==> src/rtl/memory_responder_if.sv <==
// memory_responder_if: processor memory bus, program-load port and boot
// status outputs. The responder uses the slave view; the loader/processor
// side uses the master view.
interface memory_responder_if #(
    parameter int ADDR_WIDTH = 6,
    parameter int DATA_WIDTH = 16
) ();
    logic                  we;
    logic [ADDR_WIDTH-1:0] addr;
    logic [DATA_WIDTH-1:0] data;
    logic [DATA_WIDTH-1:0] out;
    logic                  load_valid;
    logic [DATA_WIDTH-1:0] load_data;
    logic                  load_last;
    logic                  load_ready;
    logic                  cpu_rst_n;
    logic                  running;

    modport slave (
        input  we, addr, data, load_valid, load_data, load_last,
        output out, load_ready, cpu_rst_n, running
    );

    modport master (
        output we, addr, data, load_valid, load_data, load_last,
        input  out, load_ready, cpu_rst_n, running
    );
endinterface

==> src/rtl/memory_responder.sv <==
// memory_responder: single-port RAM behind the processor memory bus with a
// boot sequencer. After reset it zeroes every word (CLEAR), then accepts a
// program image from the loader (LOAD), then releases the processor and
// services its reads/writes with read-first, one-cycle latency (RUN).
module memory_responder #(
    parameter int ADDR_WIDTH = 6,
    parameter int DATA_WIDTH = 16
) (
    input  logic                clk,
    input  logic                rst_n,
    memory_responder_if.slave   bus
);
    localparam int                    DEPTH    = 1 << ADDR_WIDTH;
    localparam logic [ADDR_WIDTH-1:0] PTR_LAST = '1;

    typedef enum logic [1:0] {
        ST_CLEAR,
        ST_LOAD,
        ST_RUN
    } state_t;

    state_t                r_state;
    logic [ADDR_WIDTH-1:0] r_ptr;
    logic [DATA_WIDTH-1:0] r_mem [DEPTH];
    logic [DATA_WIDTH-1:0] r_out;
    logic                  r_load_ready;
    logic                  r_cpu_rst_n;
    logic                  r_running;

    logic                  w_accept;
    logic                  w_mem_we;
    logic [ADDR_WIDTH-1:0] w_mem_addr;
    logic [DATA_WIDTH-1:0] w_mem_wdata;

    // Pick the single RAM write port source: clear pointer, loader, or processor.
    always_comb begin
        w_accept    = (r_state == ST_LOAD) && r_load_ready && bus.load_valid;
        w_mem_we    = 1'b0;
        w_mem_addr  = r_ptr;
        w_mem_wdata = '0;
        case (r_state)
            ST_CLEAR: begin
                w_mem_we = 1'b1;
            end
            ST_LOAD: begin
                w_mem_we    = w_accept;
                w_mem_wdata = bus.load_data;
            end
            ST_RUN: begin
                w_mem_we    = bus.we;
                w_mem_addr  = bus.addr;
                w_mem_wdata = bus.data;
            end
            default: begin
                w_mem_we = 1'b0;
            end
        endcase
    end

    // RAM array; contents are not reset, the CLEAR phase zeroes them instead.
    always_ff @(posedge clk) begin
        if (w_mem_we) begin
            r_mem[w_mem_addr] <= w_mem_wdata;
        end
    end

    // Boot sequencer with registered status outputs and read-first data out.
    always_ff @(posedge clk or negedge rst_n) begin
        if (!rst_n) begin
            r_state      <= ST_CLEAR;
            r_ptr        <= '0;
            r_out        <= '0;
            r_load_ready <= 1'b0;
            r_cpu_rst_n  <= 1'b0;
            r_running    <= 1'b0;
        end else begin
            case (r_state)
                ST_CLEAR: begin
                    r_ptr <= r_ptr + 1'b1;
                    if (r_ptr == PTR_LAST) begin
                        r_state      <= ST_LOAD;
                        r_load_ready <= 1'b1;
                    end
                end
                ST_LOAD: begin
                    if (w_accept) begin
                        r_ptr <= r_ptr + 1'b1;
                        if (bus.load_last || (r_ptr == PTR_LAST)) begin
                            r_state      <= ST_RUN;
                            r_load_ready <= 1'b0;
                            r_cpu_rst_n  <= 1'b1;
                            r_running    <= 1'b1;
                        end
                    end
                end
                ST_RUN: begin
                    r_out <= r_mem[bus.addr];
                end
                default: begin
                    r_state <= ST_CLEAR;
                end
            endcase
        end
    end

    assign bus.out        = r_out;
    assign bus.load_ready = r_load_ready;
    assign bus.cpu_rst_n  = r_cpu_rst_n;
    assign bus.running    = r_running;
endmodule
==> src/flat_wrapper.sv <==
// flat-port wrapper written by rule: the top's interface ports become plain ports
module memory_responder_flat 
#(
    parameter int ADDR_WIDTH = 6,
    parameter int DATA_WIDTH = 16
)
  (clk, rst_n, bus_we, bus_addr, bus_data, bus_load_valid, bus_load_data, bus_load_last, bus_out, bus_load_ready, bus_cpu_rst_n, bus_running);
  memory_responder_if #(.ADDR_WIDTH(ADDR_WIDTH), .DATA_WIDTH(DATA_WIDTH)) bus_i ();
  input  logic clk;
  input  logic rst_n;
  input wire logic [$bits(bus_i.we)-1:0] bus_we;
  input wire logic [$bits(bus_i.addr)-1:0] bus_addr;
  input wire logic [$bits(bus_i.data)-1:0] bus_data;
  input wire logic [$bits(bus_i.load_valid)-1:0] bus_load_valid;
  input wire logic [$bits(bus_i.load_data)-1:0] bus_load_data;
  input wire logic [$bits(bus_i.load_last)-1:0] bus_load_last;
  output wire logic [$bits(bus_i.out)-1:0] bus_out;
  output wire logic [$bits(bus_i.load_ready)-1:0] bus_load_ready;
  output wire logic [$bits(bus_i.cpu_rst_n)-1:0] bus_cpu_rst_n;
  output wire logic [$bits(bus_i.running)-1:0] bus_running;
  assign bus_i.we = bus_we;
  assign bus_i.addr = bus_addr;
  assign bus_i.data = bus_data;
  assign bus_i.load_valid = bus_load_valid;
  assign bus_i.load_data = bus_load_data;
  assign bus_i.load_last = bus_load_last;
  assign bus_out = bus_i.out;
  assign bus_load_ready = bus_i.load_ready;
  assign bus_cpu_rst_n = bus_i.cpu_rst_n;
  assign bus_running = bus_i.running;
  memory_responder #(.ADDR_WIDTH(ADDR_WIDTH), .DATA_WIDTH(DATA_WIDTH)) u_core (.clk(clk), .rst_n(rst_n), .bus(bus_i));
endmodule
==> config.mk <==
export PLATFORM = sky130hd
export DESIGN_NAME = memory_responder_flat
export DESIGN_NICKNAME = d
export VERILOG_FILES = /design/src/rtl/memory_responder_if.sv /design/src/rtl/memory_responder.sv /design/src/flat_wrapper.sv
export SDC_FILE = /design/constraint.sdc
export NUM_CORES = 1
export LEC_CHECK = 0
export BUFFER_PORTS_ARGS = -buffer_cell sky130_fd_sc_hd__buf_2
export CORE_MARGIN = 2
export CORE_UTILIZATION = 50
export CTS_BUF_LIST = sky130_fd_sc_hd__clkbuf_2 sky130_fd_sc_hd__clkbuf_4 sky130_fd_sc_hd__clkbuf_8
export CTS_CLUSTER_SIZE = 40
export DETAILED_ROUTE_END_ITERATION = 6
export GPL_TIMING_DRIVEN = 0
export MAX_ROUTING_LAYER = met4
export PLACE_DENSITY = 0.69
export SYNTH_ARGS = -nofsm -noshare
export SYNTH_HDL_FRONTEND = slang
export SYNTH_SLANG_ARGS = --single-unit
==> constraint.sdc <==
create_clock -name clk -period 5 [get_ports clk]
set_input_delay 0.25 -clock clk [delete_from_list [all_inputs] [get_ports clk]]
set_output_delay 0.25 -clock clk [all_outputs]
set_load 0.02 [all_outputs]
==> load_flow_metrics.sql, run 1 <==
INSERT INTO impl_metrics (metric_group, metric, value, unit) VALUES
('floorplanning', 'number_of_placement_rows', '104', ''),
('grt', 'grt_antenna_before_repair', '2', ''),
('clock_tree', 'ctsHtreeMaxLevel', '4', ''),
('floorplanning', 'die-width', '289', 'um'),
('grt', 'vias_in_the_first_global_route', '21300', ''),
('grt', 'first_pass_grt_wire_length', '151000', 'um'),
('floorplanning', 'initial_core_util', '50.5', '%'),
('pwr', 'irDropWorstVdd', '0.000248', 'V'),
('clock_tree', 'clockRootBuffer', 'clkbuf_8', ''),
('layout', 'layout_commonest_cell', 'edfxtp_1', ''),
('place', 'placed_area', '43900', 'sq um'),
('logic_synthesis', 'synthesis.nets', '1909', ''),
('logic_synthesis', 'gate_count_post_synth', '1861', ''),
('sta', 'max_freq', '243', 'MHz'),
('critical_path', 'worstPathCellList', 'inv_1 -> ha_1 -> clkbuf_1 -> a21oi_1 -> a21oi_1 -> nor2b_1 -> nand2_1 -> nor2_2 -> buf_8', ''),
('routing', 'vias', '21100', ''),
('sta', 'setup_repair_after_global_routing_missed_its_margin', 'false', ''),
('min_path', 'min_delay_path_depth', '3', ''),
('logic_synthesis', 'ys_async_sr_fraction', '2.48', '%'),
('sta', 'final_min_period_over_clock_period', '82.3', '%'),
('sta', 'setup_viol', '0', ''),
('clock_tree', 'postCtsSetupRepairBufs', '0', ''),
('critical_path', 'reg2reg_depth', '9', ''),
('status', 'violations_in_the_final_reports', 'DRC', ''),
('routing', 'wl_per_cell', '31.5', 'um'),
('floorplanning', 'top_level_ports', '62', ''),
('layout', 'final_layout_size_suffix_gt1_share', '36.0', '%'),
('critical_path', 'criticalPathCategory', 'register to register', ''),
('place', 'dp_hpwl', '73400', 'um'),
('layout', 'final_cell_mix', '1,024 x edfxtp_1, 249 x mux4_2, 167 x clkbuf_8', ''),
('clock_tree', 'clk_path_buf_depth', '3', ''),
('floorplanning', 'die-area', '83600', 'sq um'),
('logic_synthesis', 'postSynthRegisterBits', '1050', ''),
('routing', 'vias_per_cell', '6.27', ''),
('sta', 'slew_viol_final', '0', ''),
('sta', 'setup_skew_after_layout', '0.0432', 'ns'),
('routing', 'detailedRoute.firstIterationViolations', '2904', ''),
('sta', 'final_critical_path_setup_slack', '0.887', 'ns'),
('routing', 'drt_wl_total', '106000', 'um'),
('grt', 'overflow', '0', ''),
('floorplanning', 'chipHeight', '289', 'um'),
('routing', 'ant_nets', '0', ''),
('place', 'place_congestion', '0.985', ''),
('logic_synthesis', 'seq_area_frac_synth', '77.2', '%'),
('min_path', 'hold_path.class', 'primary input to register', ''),
('pwr', 'leakagePower', '15.3', 'nW'),
('job', 'drv_cap', '0', ''),
('layout', 'final_core_util', '58.5', '%'),
('logic_synthesis', 'synth_area_per_cell', '21.8', 'sq um'),
('logic_synthesis', 'mappedNetlistArea', '40700', 'sq um'),
('floorplanning', 'core', '80500', 'sq um'),
('layout', 'syn2layout_area_growth', '15.8', '%'),
('place', 'dp_worst_setup_slack', '1.08', 'ns'),
('grt', 'grt.total_usage', '26.8', '%'),
('critical_path', 'crit_path_start_kind', 'register', ''),
('sta', 'tightestPinTransition', '1.15', 'ns'),
('routing', 'remaining_drc_errors', '23', ''),
('sta', 'report.final.hold_viol_count', '0', ''),
('clock_tree', 'tritoncts_num_sinks', '1050', ''),
('clock_tree', 'ctsResizeCount', '0', ''),
('place', 'port_buffers', '59', ''),
('clock_tree', 'cts.clk_slew.worst_paths', '0.07', 'ns'),
('clock_tree', 'tritoncts', 'yes', ''),
('layout', 'fin_nets', '2221', ''),
('critical_path', 'timing.critical_path.slowest_stage_cell', 'nor2_2', ''),
('logic_synthesis', 'ys_types', '39', ''),
('critical_path', 'worstSetupEndpointType', 'register', ''),
('critical_path', 'most_used_cell_cp', 'a21oi_1', ''),
('logic_synthesis', 'postSynth.topFlopCell', 'edfxtp_1', ''),
('status', 'status', 'finished with violations', ''),
('pwr', 'power_density', '436', 'nW/um^2');
through the flow:
step                power, mW  setup TNS, ns  instances  hold slack (ns)
floorplan                12.3              0       1861          -0.0456
global placement         13.2       -1241.72       2980            0.336
detailed placement       13.7              0       3060            0.354
CTS                      20.6              0       3359           0.0507
global route             21.2              0       3361           0.0907
finish                   20.5              0       3361            0.110
where the power goes:
| group | switching (mW) | total (mW) | internal [mW] |
|---|---|---|---|
| clock network | 3.33 | 7.00 | 3.67 |
| logic | 1.90 | 2.88 | 0.976 |
| registers | 0.249 | 10.7 | 10.4 |
| total | 5.48 | 20.5 | 15.1 |
cell usage after synthesis (all sizes together), types with 20 or more instances:
library cell  number  share of area [%]
nor2              77               0.71
a21oi             20               0.25
edfxtp          1024                 76
a22oi             68                1.3
mux2              34               0.94
dfrtp             26                1.6
nand2             38               0.35
nor2b             23               0.35
buf               70               0.94
mux4             249                 14
clkbuf            33               0.30
mux2i             62                1.5
cell type report:
cell class	count	area, sq um	area share, %
plain buffers	103	505	1.07
diodes	2	5.00	0.0106
clock buffers	226	2740	5.82
flip-flops and latches	1050	31400	66.7
clock inverters	67	409	0.869
repair buffers	145	1680	3.56
well taps	1060	1330	2.82
multi-input cells	693	8970	19.1
inverters	15	56.3	0.120
repair_timing:
action                                 in CTS  in global routing
setup endpoints to repair                   0                  0
endpoints found under the hold margin      30                  0
hold buffers                                6                  0
state kept, by name, indices dropped and copies added (netlist names):
register	cells
u_core.bus.cpu_rst_n	1
u_core.r_ptr	6
u_core.r_mem	1024
u_core.bus.out	16
u_core.bus.load_ready	1
u_core.r_state	2
worst paths after layout:
check                                  startpoint              endpoint  slack [ns]
worst max-delay path            u_core.r_state[0]    u_core.r_mem[5][7]        0.89
min in group asynchronous                   rst_n       u_core.r_ptr[1]        0.57
max in group asynchronous                   rst_n  u_core.bus.cpu_rst_n        3.35
worst min register to register    u_core.r_ptr[4]       u_core.r_ptr[4]        0.53
worst max register to register  u_core.r_state[0]    u_core.r_mem[5][7]        0.89
worst min-delay path            bus_load_data[11]  u_core.r_mem[57][11]        0.11
critical path: cells and delay by family, from the launching register on:
| kind | cells | cell delay (ns) |
|---|---|---|
| flip-flops | 1 | 0.40 |
| adder cells (fa/ha/maj) | 1 | 0.33 |
| AND/OR/NAND/NOR | 3 | 1.58 |
| buffers and inverters | 3 | 0.91 |
| AO/OA/AOI/OAI | 2 | 0.54 |
cell families (layout without fill, tap and decap cells):
| logic type | count (synthesis) | in the layout | share of synthesized area (%) |
|---|---|---|---|
| xor gates and xnor gates | 5 | 5 | 0.108 |
| other | 0 | 2 | 0 |
| DFF | 1050 | 1050 | 77.2 |
| AOI/OAI and AO/OA | 166 | 166 | 2.94 |
| buffers and inverters | 118 | 556 | 1.38 |
| adders and majority gates | 5 | 5 | 0.154 |
| muxes | 345 | 345 | 16.3 |
| and+or+nand+nor | 172 | 172 | 1.92 |
per-layer routing:
metal	up-vias	global-route usage [%]	part of all wire [%]
met3	203	7.09	11
li1	8509	-	-
met4	0	8.52	3.0
met5	-	-	0
met1	11100	36.9	39
met2	1286	39.4	46
(Power assumes the default switching activity.)
==> run 2: changes to the inputs <==
--- a/config.mk
+++ b/config.mk
@@ -13,7 +13,7 @@
 export DETAILED_ROUTE_END_ITERATION = 6
 export GPL_TIMING_DRIVEN = 0
 export MAX_ROUTING_LAYER = met4
-export PLACE_DENSITY = 0.69
+export PLACE_DENSITY = 0.71
 export SYNTH_ARGS = -nofsm -noshare
 export SYNTH_HDL_FRONTEND = slang
 export SYNTH_SLANG_ARGS = --single-unit
==> constraint.sdc (replaced) <==
create_clock -name clk -period 3.7 [get_ports clk]
set_input_delay 0.185 -clock clk [delete_from_list [all_inputs] [get_ports clk]]
set_output_delay 0.185 -clock clk [all_outputs]
set_load 0.02 [all_outputs]
==> load_flow_metrics.sql, run 2 (same netlist as run 1, synthesis figures left out) <==
INSERT INTO impl_metrics (metric_group, metric, value, unit) VALUES
('status', 'status', 'finished with violations', ''),
('status', 'violations_in_the_final_reports', 'DRC', ''),
('place', 'place_congestion', '1.01', ''),
('sta', 'tightestPinTransition', '1.15', 'ns'),
('grt', 'grt_start_max_net_pins', '49', ''),
('floorplanning', 'top_level_ports', '62', ''),
('grt', 'overflow', '0', ''),
('pwr', 'irDropWorstVdd', '0.000386', 'V'),
('place', 'placed_area', '43800', 'sq um'),
('sta', 'fin_hold_ws', '0.0666', 'ns'),
('critical_path', 'reg2reg_depth', '9', ''),
('floorplanning', 'chipHeight', '289', 'um'),
('layout', 'largest_reg_flops', '1024', ''),
('sta', 'slew_headroom', '23.3', '%'),
('place', 'port_buffers', '59', ''),
('layout', 'fin_nets', '2211', ''),
('routing', 'remaining_drc_errors', '2', ''),
('critical_path', 'worstSetupEndpointType', 'register', ''),
('floorplanning', 'number_of_placement_rows', '104', ''),
('grt', 'vias_in_the_first_global_route', '21100', ''),
('critical_path', 'largest_fanout_of_any_net_on_the_critical_path', '11', ''),
('routing', 'drt_wl_total', '104000', 'um'),
('job', 'drv_cap', '0', ''),
('grt', 'first_pass_grt_wire_length', '147000', 'um'),
('grt', 'grt.total_usage', '26.0', '%'),
('layout', 'register_containing_the_most_flip_flops_in_the_final_layout', 'u_core.r_mem', ''),
('critical_path', 'reg2reg_to', 'u_core.r_mem[48][9]', ''),
('routing', 'ant_nets', '0', ''),
('grt', 'grt_antenna_before_repair', '1', ''),
('sta', 'timing.final.crit_period', '3.69', 'ns'),
('layout', 'final_cell_mix', '1,024 x edfxtp_1, 249 x mux4_2, 170 x clkbuf_8', ''),
('min_path', 'min_delay_path_depth', '3', ''),
('critical_path', 'crit_path_start_kind', 'register', ''),
('sta', 'final_min_period_over_clock_period', '99.7', '%'),
('layout', 'layout_commonest_cell', 'edfxtp_1', ''),
('routing', 'detailedRoute.firstIterationViolations', '3243', ''),
('routing', 'vias_per_cell', '6.34', ''),
('clock_tree', 'tritoncts_num_sinks', '1050', ''),
('sta', 'setup_skew_after_layout', '0.0413', 'ns'),
('pwr', 'leakagePower', '15.3', 'nW'),
('min_path', 'min_to', 'u_core.r_mem[26][1]', ''),
('min_path', 'hold_path.class', 'primary input to register', ''),
('critical_path', 'worst-r2r-setup-slack', '0.01', 'ns'),
('pwr', 'power_density', '590', 'nW/um^2'),
('critical_path', 'worstPathCellList', 'inv_1 -> ha_1 -> clkbuf_1 -> inv_1 -> clkbuf_1 -> o31ai_1 -> nand2_1 -> nor2_2 -> buf_16', ''),
('routing', 'wl_per_cell', '31.0', 'um'),
('critical_path', 'cpPeakStageDelay', '0.70', 'ns'),
('layout', 'syn2layout_area_growth', '15.9', '%'),
('critical_path', 'data_arrival_at_the_endpoint_of_the_critical_path', '4.22', 'ns'),
('clock_tree', 'clockRootBuffer', 'clkbuf_8', ''),
('clock_tree', 'ctsHtreeMaxLevel', '4', ''),
('clock_tree', 'clk_path_buf_depth', '3', ''),
('floorplanning', 'die-area', '83600', 'sq um'),
('clock_tree', 'postCtsSetupRepairBufs', '0', ''),
('sta', 'report.final.hold_viol_count', '0', ''),
('min_path', 'worst_hold_startpoint', 'bus_data[1]', ''),
('place', 'dp_worst_setup_slack', '-0.209', 'ns'),
('critical_path', 'rr_startpoint', 'u_core.r_state[0]', ''),
('layout', 'final_core_util', '58.5', '%'),
('floorplanning', 'die-width', '289', 'um'),
('floorplanning', 'initial_core_util', '50.5', '%'),
('pwr', 'totalPowerFinal', '27.8', 'mW'),
('sta', 'final_critical_path_setup_slack', '0.0102', 'ns'),
('routing', 'drt-pass1-iter-count', '7', ''),
('clock_tree', 'cts.clk_slew.worst_paths', '0.07', 'ns'),
('sta', 'max_freq', '271', 'MHz'),
('critical_path', 'timing.critical_path.slowest_stage_cell', 'nor2_2', ''),
('sta', 'setup_repair_after_global_routing_missed_its_margin', 'false', ''),
('clock_tree', 'clkLatencyLatePin', '0.85', 'ns'),
('floorplanning', 'core', '80500', 'sq um'),
('place', 'placedCellCount', '3055', ''),
('sta', 'slew_viol_final', '0', ''),
('layout', 'post-route-cell-area', '47100', 'sq um'),
('clock_tree', 'tritoncts', 'yes', ''),
('sta', 'setup_viol', '0', ''),
('clock_tree', 'number_of_buffers_created_by_cts', '160', ''),
('place', 'dp_hpwl', '70400', 'um'),
('layout', 'final_cells', '3350', ''),
('routing', 'vias', '21200', ''),
('layout', 'final_layout_size_suffix_gt1_share', '36.1', '%'),
('critical_path', 'criticalPathCategory', 'register to register', ''),
('critical_path', 'required_time_at_the_endpoint_of_the_critical_path', '4.23', 'ns'),
('sta', 'final.setup.tns', '0', 'ns');
==> run 2: changes by cell type in the layout (fill, tap and decap cells not counted), moves of 3 or more <==
cell and delta:
clkinvlp_4 -3, clkinv_1 -9, buf_16 +3, buf_8 -14, nor2_4 +4, buf_6 +5
clkbuf_8 +3, clkbuf_4 +6, clkinv_2 -4, nor2_2 -4
==> run 2: metal layers <==
layer	global-route usage [%]	vias to the layer above	share of wire, %
met4	10.6	0	4.0
met1	34.6	11000	37
li1	-	8471	-
met3	6.18	272	11
met2	39.2	1463	48
met5	-	-	0
==> run 2: worst max-delay path by stage <==
stage / start / endpoint / slack (ns) / cells after the start
4_1_cts: u_core.r_state[0] / u_core.r_mem[16][13] / 0.11 / 8
5_1_grt: u_core.r_state[0] / u_core.r_mem[36][9] / 0.005 / 8
3_3_place_gp: u_core.r_state[0] / u_core.r_mem[16][11] / -2.49 / 6
3_5_place_dp: bus_addr[4] / u_core.r_mem[16][5] / -0.21 / 6
2_1_floorplan: u_core.r_state[0] / u_core.r_mem[0][11] / 0.22 / 6
6_report: u_core.r_state[0] / u_core.r_mem[48][9] / 0.01 / 9
==> run 2: critical path: cells and delay by family (launching register included) <==
| family | cells | cell delay [ns] |
|---|---|---|
| AOI/OAI and AO/OA | 1 | 0.37 |
| adders and majority gates | 1 | 0.21 |
| buffers and inverters | 5 | 1.24 |
| DFF | 1 | 0.41 |
| and+or+nand+nor | 2 | 1.13 |
==> run 2: layout make-up <==
class                   instances  area, sq um
flip-flops and latches       1050        31400
diodes                          2         5.00
repair buffers                140         1640
clock buffers                 235         2830
plain buffers                 103          505
fillers                      5587        33400
inverters                      15         56.3
multi-input cells             693         8990
well taps                    1060         1330
clock inverters                52          357
==> run 2: power breakdown <==
part | switching, mW | internal, mW
Combinational | 2.53 | 1.31
Clock | 4.47 | 5.07
Sequential | 0.335 | 14.1
==> run 2: timing repair <==
action                                  4_1_cts  5_1_grt
hold buffers                                  6        0
hold endpoints to repair                     30        0
resized for setup                             0        4
endpoints found under the setup margin        0       38
